`config.mk`:
```
export PLATFORM = sky130hd
export DESIGN_NAME = ro_ex_wb_dest_pipe
export DESIGN_NICKNAME = d
export VERILOG_FILES = /design/src/rtl/ro_ex_wb_dest_pipe_pkg.sv /design/src/rtl/ro_ex_wb_dest_pipe_stage.sv /design/src/rtl/ro_ex_wb_dest_pipe.sv
export SDC_FILE = /design/constraint.sdc
export NUM_CORES = 1
export LEC_CHECK = 0
export CAP_MARGIN = 20
export CORE_ASPECT_RATIO = 0.9
export CORE_MARGIN = 2
export CORE_UTILIZATION = 48
export CTS_BUF_LIST = sky130_fd_sc_hd__clkbuf_8
export DETAILED_ROUTE_END_ITERATION = 6
export GPL_ROUTABILITY_DRIVEN = 0
export PLACE_DENSITY_LB_ADDON = 0.12
export REMOVE_ABC_BUFFERS = 1
export SYNTH_ARGS = -nofsm -noshare
export SYNTH_HDL_FRONTEND = slang
export SYNTH_SLANG_ARGS = --single-unit
```
`constraint.sdc`:
```
create_clock -name clk -period 2.2 [get_ports clk]
set_clock_uncertainty 0.2 [all_clocks]
set_input_delay 0.33 -clock clk [delete_from_list [all_inputs] [get_ports clk]]
set_output_delay 0.33 -clock clk [all_outputs]
set_load 0.005 [all_outputs]
```
`src/rtl/ro_ex_wb_dest_pipe_pkg.sv`:
```
// Shared types for the RO->EX->WB destination-tracking pipeline.
// Holds the destination bundle layout and the per-stage occupancy states.
package ro_ex_wb_dest_pipe_pkg;

  localparam int REG_IDX_W = 3;
  localparam logic [REG_IDX_W-1:0] EAX = 3'h0;
  localparam logic [REG_IDX_W-1:0] ECX = 3'h1;

  typedef struct packed {
    logic [REG_IDX_W-1:0] dreg1;
    logic [REG_IDX_W-1:0] dreg2;
    logic [REG_IDX_W-1:0] dreg3;
    logic                 ld_reg1;
    logic                 ld_reg2;
    logic                 ld_reg3;
    logic [REG_IDX_W-1:0] dmm;
    logic                 ld_mm;
    logic [REG_IDX_W-1:0] dseg;
    logic                 ld_seg;
  } dest_bundle_t;

  typedef enum logic {
    ST_EMPTY    = 1'b0,
    ST_OCCUPIED = 1'b1
  } stage_state_e;

  // Masks every load-enable of a bundle with the stage valid; indices pass through.
  function automatic dest_bundle_t qualify(input dest_bundle_t b, input logic valid);
    dest_bundle_t q;
    q         = b;
    q.ld_reg1 = b.ld_reg1 & valid;
    q.ld_reg2 = b.ld_reg2 & valid;
    q.ld_reg3 = b.ld_reg3 & valid;
    q.ld_mm   = b.ld_mm & valid;
    q.ld_seg  = b.ld_seg & valid;
    return q;
  endfunction

endpackage

```
`src/rtl/ro_ex_wb_dest_pipe_stage.sv`:
```
// One pipeline stage: occupancy state plus the destination bundle.
// flush empties the stage and wins over load; fields hold during flush.
module ro_ex_wb_dest_pipe_stage
  import ro_ex_wb_dest_pipe_pkg::*;
(
  input  logic         clk,
  input  logic         rst_n,
  input  logic         flush,
  input  logic         load,
  input  logic         valid_in,
  input  dest_bundle_t bundle_in,
  output stage_state_e state,
  output dest_bundle_t bundle_q
);

  stage_state_e state_next;

  always_ff @(posedge clk or negedge rst_n) begin
    if (!rst_n) begin
      state <= ST_EMPTY;
    end else begin
      state <= state_next;
    end
  end

  always_comb begin
    state_next = state;
    if (flush) begin
      state_next = ST_EMPTY;
    end else if (load) begin
      state_next = valid_in ? ST_OCCUPIED : ST_EMPTY;
    end
  end

  // Fields follow the load enable irrespective of valid_in.
  always_ff @(posedge clk or negedge rst_n) begin
    if (!rst_n) begin
      bundle_q <= '0;
    end else if (load && !flush) begin
      bundle_q <= bundle_in;
    end
  end

endmodule

```
`src/rtl/ro_ex_wb_dest_pipe.sv`:
```
// EX/WB destination pipeline feeding the RO dependency check, with
// in-flight count and a saturating dependency-stall counter.
module ro_ex_wb_dest_pipe
  import ro_ex_wb_dest_pipe_pkg::*;
#(
  parameter int CNT_W = 16
) (
  input  logic             clk,
  input  logic             rst_n,
  input  logic             ld_ex,
  input  logic             V_ex,
  input  logic [2:0]       ro_dreg1,
  input  logic [2:0]       ro_dreg2,
  input  logic [2:0]       ro_dreg3,
  input  logic             v_ro_ld_reg1,
  input  logic             v_ro_ld_reg2,
  input  logic             v_ro_ld_reg3,
  input  logic [2:0]       ro_dmm,
  input  logic             v_ro_ld_mm,
  input  logic [2:0]       ro_dseg,
  input  logic             v_ro_ld_seg,
  input  logic             ex_dep_stall,
  input  logic             wb_mem_stall,
  input  logic             flush,
  input  logic             dep_stall,
  input  logic             cnt_clr,
  output logic [2:0]       ex_dreg1,
  output logic [2:0]       ex_dreg2,
  output logic [2:0]       ex_dreg3,
  output logic [2:0]       ex_dmm,
  output logic [2:0]       ex_dseg,
  output logic             v_ex_ld_reg1,
  output logic             v_ex_ld_reg2,
  output logic             v_ex_ld_reg3,
  output logic             v_ex_ld_mm,
  output logic             v_ex_ld_seg,
  output logic [2:0]       wb_dreg1,
  output logic [2:0]       wb_dreg2,
  output logic [2:0]       wb_dreg3,
  output logic [2:0]       wb_dmm,
  output logic [2:0]       wb_dseg,
  output logic             v_wb_ld_reg1,
  output logic             v_wb_ld_reg2,
  output logic             v_wb_ld_reg3,
  output logic             v_wb_ld_mm,
  output logic             v_wb_ld_seg,
  output logic             V_wb,
  output logic [1:0]       inflight,
  output logic [CNT_W-1:0] dep_stall_cnt
);

  dest_bundle_t ro_bundle, ex_bundle_q, wb_bundle_q, ex_out, wb_out;
  stage_state_e ex_state, wb_state;
  logic         v_ex_q, v_wb_q;

  always_comb begin
    ro_bundle         = '0;
    ro_bundle.dreg1   = ro_dreg1;
    ro_bundle.dreg2   = ro_dreg2;
    ro_bundle.dreg3   = ro_dreg3;
    ro_bundle.ld_reg1 = v_ro_ld_reg1;
    ro_bundle.ld_reg2 = v_ro_ld_reg2;
    ro_bundle.ld_reg3 = v_ro_ld_reg3;
    ro_bundle.dmm     = ro_dmm;
    ro_bundle.ld_mm   = v_ro_ld_mm;
    ro_bundle.dseg    = ro_dseg;
    ro_bundle.ld_seg  = v_ro_ld_seg;
  end

  // Load-enable handshake: a stage captures its upstream whenever its enable is
  // high (EX: ld_ex, WB: !wb_mem_stall); there is no ready back-pressure here,
  // upstream derives ld_ex from the same stall inputs.
  ro_ex_wb_dest_pipe_stage u_ex_stage (
    .clk       (clk),
    .rst_n     (rst_n),
    .flush     (flush),
    .load      (ld_ex),
    .valid_in  (V_ex),
    .bundle_in (ro_bundle),
    .state     (ex_state),
    .bundle_q  (ex_bundle_q)
  );

  // A stalled EX still shifts into WB, but as a bubble.
  ro_ex_wb_dest_pipe_stage u_wb_stage (
    .clk       (clk),
    .rst_n     (rst_n),
    .flush     (flush),
    .load      (!wb_mem_stall),
    .valid_in  (v_ex_q & !ex_dep_stall),
    .bundle_in (ex_bundle_q),
    .state     (wb_state),
    .bundle_q  (wb_bundle_q)
  );

  assign v_ex_q = (ex_state == ST_OCCUPIED);
  assign v_wb_q = (wb_state == ST_OCCUPIED);
  assign ex_out = qualify(ex_bundle_q, v_ex_q);
  assign wb_out = qualify(wb_bundle_q, v_wb_q);

  assign ex_dreg1     = ex_out.dreg1;
  assign ex_dreg2     = ex_out.dreg2;
  assign ex_dreg3     = ex_out.dreg3;
  assign ex_dmm       = ex_out.dmm;
  assign ex_dseg      = ex_out.dseg;
  assign v_ex_ld_reg1 = ex_out.ld_reg1;
  assign v_ex_ld_reg2 = ex_out.ld_reg2;
  assign v_ex_ld_reg3 = ex_out.ld_reg3;
  assign v_ex_ld_mm   = ex_out.ld_mm;
  assign v_ex_ld_seg  = ex_out.ld_seg;

  assign wb_dreg1     = wb_out.dreg1;
  assign wb_dreg2     = wb_out.dreg2;
  assign wb_dreg3     = wb_out.dreg3;
  assign wb_dmm       = wb_out.dmm;
  assign wb_dseg      = wb_out.dseg;
  assign v_wb_ld_reg1 = wb_out.ld_reg1;
  assign v_wb_ld_reg2 = wb_out.ld_reg2;
  assign v_wb_ld_reg3 = wb_out.ld_reg3;
  assign v_wb_ld_mm   = wb_out.ld_mm;
  assign v_wb_ld_seg  = wb_out.ld_seg;

  assign V_wb     = v_wb_q;
  assign inflight = {1'b0, v_ex_q} + {1'b0, v_wb_q};

  // Performance counter: clear wins, saturates at all-ones, ignores flush.
  always_ff @(posedge clk or negedge rst_n) begin
    if (!rst_n) begin
      dep_stall_cnt <= '0;
    end else if (cnt_clr) begin
      dep_stall_cnt <= '0;
    end else if (dep_stall && (dep_stall_cnt != {CNT_W{1'b1}})) begin
      dep_stall_cnt <= dep_stall_cnt + 1'b1;
    end
  end

endmodule

```
After elaboration in Yosys (flattened, before gate mapping) --
Index checks and enable logic that the tools add are counted. W data, S select, Z words.
Operators by class: add/sub/neg operators 2, bitwise logic cells 11, reductions and logical operators 8, muxes and demuxes 8, equal/unequal tests 2
Operators by type and width (count):
- $mux W16 | 2
- $add A16 B1 Y16 const B | 1
- $ne A16 B16 Y1 const B | 1
- $and A1 B1 Y1 | 11
- $mux W1 | 6
- $reduce_bool A2 Y1 | 2
- $logic_and A1 B1 Y1 | 3
- $logic_not A1 Y1 | 3
- $add A1 B1 Y2 | 1
- $ne A2 B1 Y1 const B | 1
Word-level totals: register bits 58, output and inout bits 59, word-level logic and storage cells 54

Longest topological paths before layout --
Gate-level depths: netlist of the first run.
depth after elaboration 5, mapped depth 6, depth with buffers taken out 5

Hierarchy --
From an unflattened synthesis of the first run, not the netlist that was laid out.
Unflattened totals: cells, all modules 207, area, all modules 2777.7 um^2
Modules (own cells, without submodules):
- ro_ex_wb_dest_pipe_stage | cells an instance 46, seq. area each 525.5 um^2, area each 875.8 um^2, times used 2
- ro_ex_wb_dest_pipe | cells an instance 115, seq. area each 400.4 um^2, area each 1026.0 um^2, times used 1

Worst setup path before layout of the first run --
Ideal clock, no wire load.
path kind reg-to-reg, start reg dep_stall_cnt[0], end reg dep_stall_cnt[1], period minus slack after synthesis 2.026 ns, cell stages (with the launch flop) 7, data required time 1.868 ns, library setup time 0.132 ns, arrival 1.694 ns, path slack 0.174 ns, path through dfrtp_1 ha_1 nand4_2 o41ai_2 buf_2 mux2i_1 nor2_1
On the way: longest elaborated chain between the ends 3, elaborated cells on any way between the ends 6, classes of those cells add/sub (1); eq/ne (1); mux (2); reduce/logical (2)
Ends and longest elaborated chain:
- start: declaration | line ro_ex_wb_dest_pipe.sv:49 | output logic [CNT_W-1:0] dep_stall_cnt
- start signal: assignment | line ro_ex_wb_dest_pipe.sv:133 | dep_stall_cnt <= dep_stall_cnt + 1'b1;
- $add A16 B1 Y16 / $ne A16 B16 Y1 (equally long branches) | line ro_ex_wb_dest_pipe.sv:133, ro_ex_wb_dest_pipe.sv:132
- $mux W16 / $logic_and A1 B1 Y1 (equally long branches) | line ro_ex_wb_dest_pipe.sv:132 | end else if (dep_stall && (dep_stall_cnt != {CNT_W{1'b1}})) begin
- $mux W16 / $reduce_bool A2 Y1 (equally long branches)
Parallel ways exist; a longest one is shown, timed or not. The select of a mux whose other input is x is not followed. A chain may end at the register's enable or synchronous reset.

Worst setup path in the final report of the first run --
start reg u_wb_stage.state, end out inflight[0]
On the way: longest elaborated chain between the ends 1
Ends and longest elaborated chain:
- start: declaration | line ro_ex_wb_dest_pipe_stage.sv:12 | output stage_state_e state,
- start signal: assignment | line ro_ex_wb_dest_pipe_stage.sv:22 | state <= state_next;
- $add A1 B1 Y2 | line ro_ex_wb_dest_pipe.sv:124 | assign inflight = {1'b0, v_ex_q} + {1'b0, v_wb_q};
- end: declaration | line ro_ex_wb_dest_pipe.sv:48 | output logic [1:0] inflight,
Every way passes these cells.

==> flow_summary.toml, run 1 <==
[clock_tree]
clock_path_buffers = 2
cts_tree = "built"
clk_pin_slew_ps = 60
cts_buffers = 9
post_cts_buffers = 0
htree_levels = 3
numClockSinks = 58
clkLatencyLatePin_ps = 320
root_buffer = "clkbuf_8"

[routing]
drcViolationCount = 0
routedWlPerCell_um = 15.2
vias = 1950
wl_um = 5660
drtIter0Drc = 42
ant_nets = 0
firstDrtPassIters = 4
via_per_inst = 5.24

[synth]
synthDistinctLibCells = 38
synth_most_common_cell = "dfrtp_1"
synth_edf_count = 0
synth_common_cells = "dfrtp_1, mux2_2, buf_4"
seq_area_frac_synth_pct = 53.1
synthesis.instances = 224
synthTopCellsByArea = "dfrtp_1, mux2_2, buf_4, and2_1, a21oi_1"
syn_area_per_cell_um2 = 12.2
synth-async-reset-ratio_pct = 100
ys_seq_elements = 58
ys_warn_count = 0
synth_area_um2 = 2740
ys.flop_type = "dfrtp_1"
netlist.area_leader.share_pct = 53.1
synth_top_area_cell = "dfrtp_1"

[floorplan]
die_area_um2 = 6320
num_rows = 26
fp.dieH_um = 75.6
io_pins = 88
core-area_um2 = 5600
die_w_um = 83.6
initial_core_util_pct = 48.9

[global_routing]
globalRouteOverflowTotal = 0
grt_pass1_wl_um = 9330
track_usage_pct = 19.3
grt_max_degree = 41
antenna_found_initial = 0
grt_pass1_vias = 1895

[finish]
final_nets = 328
area_growth_pct = 37.4
nFillCells = 442
final_area_um2 = 3760
drive_above_1_share_pct = 24.5
num_antenna_cells = 0

[power_and_ir_drop]
power_leakage_uw = 0.00154
peakVddDrop_v = 0.000451
power_density_nw_per_um2 = 724

[job]
maxCapViolCount = 0

[min_path]
holdCritPathClass = "in -> async"

[placed_design]
placed_area_um2 = 3560
port_buffers = 87
dpl.hpwl_um = 4070

[timing]
report.final.slew_viol_count = 0
min_period_ps = 2100
worst_pin_slew_ps = 617
slew_headroom_pct = 58.8
fmax_mhz = 475
tns_ps = 0
hold_viol = 0
setup_viol = 0
fin_crit_sh_pct = 95.7
rsz0062_at_grt = "false"

[status]
outcome = "finished clean"

[worst_setup_path]
path_class = "reg -> out"
crit_fanout = 8
end_kind = "output pin"
cp-start-kind = "register"
cp.required_ps = 1670
critPathArrivalTime_ps = 1570
[layout by cell type, fill, tap and decap left out, types with 3 or more instances in the layout]
cell / synthesis / routed
nand2_1: 4 / 4
o31ai_1: 5 / 5
clkbuf_8: 0 / 12
clkdlybuf4s50_1: 0 / 86
buf_4: 30 / 8
o21ai_1: 3 / 3
buf_12: 0 / 3
mux2_2: 40 / 40
a21oi_1: 9 / 9
and2_1: 10 / 10
inv_1: 3 / 5
nor3_1: 4 / 3
nand4_1: 3 / 3
nand3_1: 4 / 4
or3_1: 3 / 3
nor2_1: 9 / 8
dfrtp_1: 58 / 58
or4_1: 5 / 5
a211oi_1: 3 / 3
[per-layer routing]
metal	share of wire [%]	routed length [µm]	vias to the layer above	GRT usage [%]
li1	-	-	926	-
met1	46	2610	958	25.3
met2	46	2630	59	29.7
met3	6.5	370	7	7.80
met4	0.81	46	0	6.45
met5	0	0	-	0
[stage by stage]
stage / hold WS [ps] / worst slack, ps / util (%) / total power [µW] / cells
global route: 317 / 12.2 / 67.2 / 2860 / 372
detailed placement: 109 / -134 / 63.6 / 1870 / 355
CTS: 289 / 60.1 / 67.1 / 2770 / 372
finish: 292 / 95.4 / 67.2 / 2720 / 372
floorplan: -166 / -34.2 / - / 1490 / 187
global placement: 107 / -101 / 63.6 / 1860 / 355
[cells by family (layout without fill, tap and decap cells)]
group	count (synthesis)	after routing	share of synthesized area (%)
DFF	58	58	53.1
and+or+nand+nor	55	55	12.3
muxes	42	42	17.2
buffers and inverters	40	118	9.70
AOI/OAI and AO/OA	25	25	6.22
adders and majority gates	2	2	0.915
xor gates and xnor gates	2	2	0.641
[cell type report]
cell class	count	area [µm²]	area share (%)
sequential	58	1450	38.6
multi-input combinational	126	1030	27.4
timing repair buffer	99	996	26.5
clock buffer	12	165	4.40
tap	70	87.6	2.33
clock inverter	4	17.5	0.466
inverter	3	11.3	0.300
[registers in the layout (all words and copies together), names as in the netlist]
register             flops
u_wb_stage.state         1
dep_stall_cnt           16
u_ex_stage.bundle_q     20
u_ex_stage.state         1
u_wb_stage.bundle_q     20
[power breakdown]
part / switching (µW) / internal (µW)
clock network: 384 / 489
logic: 160 / 378
registers: 91.1 / 1220
total: 636 / 2080
[worst max-delay path: stages, from the launching register on]
cell	delay, ps
dfrtp_1	450
ha_1	310
clkdlybuf4s50_1	490
[final timing paths]
check | start | to | slack, ps | depth (start not counted)
worst max-delay path | u_wb_stage.state | inflight[0] | 100 | 2
worst min-delay path | rst_n | dep_stall_cnt[2] | 290 | 2
worst max register to register | dep_stall_cnt[0] | dep_stall_cnt[9] | 170 | 6
worst min register to register | u_wb_stage.bundle_q[4] | u_wb_stage.bundle_q[4] | 300 | 1
max in group asynchronous | rst_n | u_ex_stage.bundle_q[9] | 950 | 3
min in group clk | u_wb_stage.bundle_q[4] | u_wb_stage.bundle_q[4] | 300 | 1
[what timing repair did]
action	in CTS	in global routing
endpoints found under the hold margin	18	0
hold buffers	1	0
endpoints found under the setup margin	0	1
gates resized for setup	0	1
(Power assumes the default switching activity.)
==> run 2: changes to the inputs <==
Settings changed: GPL_ROUTABILITY_DRIVEN 0 to unset.
==> results of run 2 <==
Same layout as run 1: the final DEF is identical, and so are final timing and power.
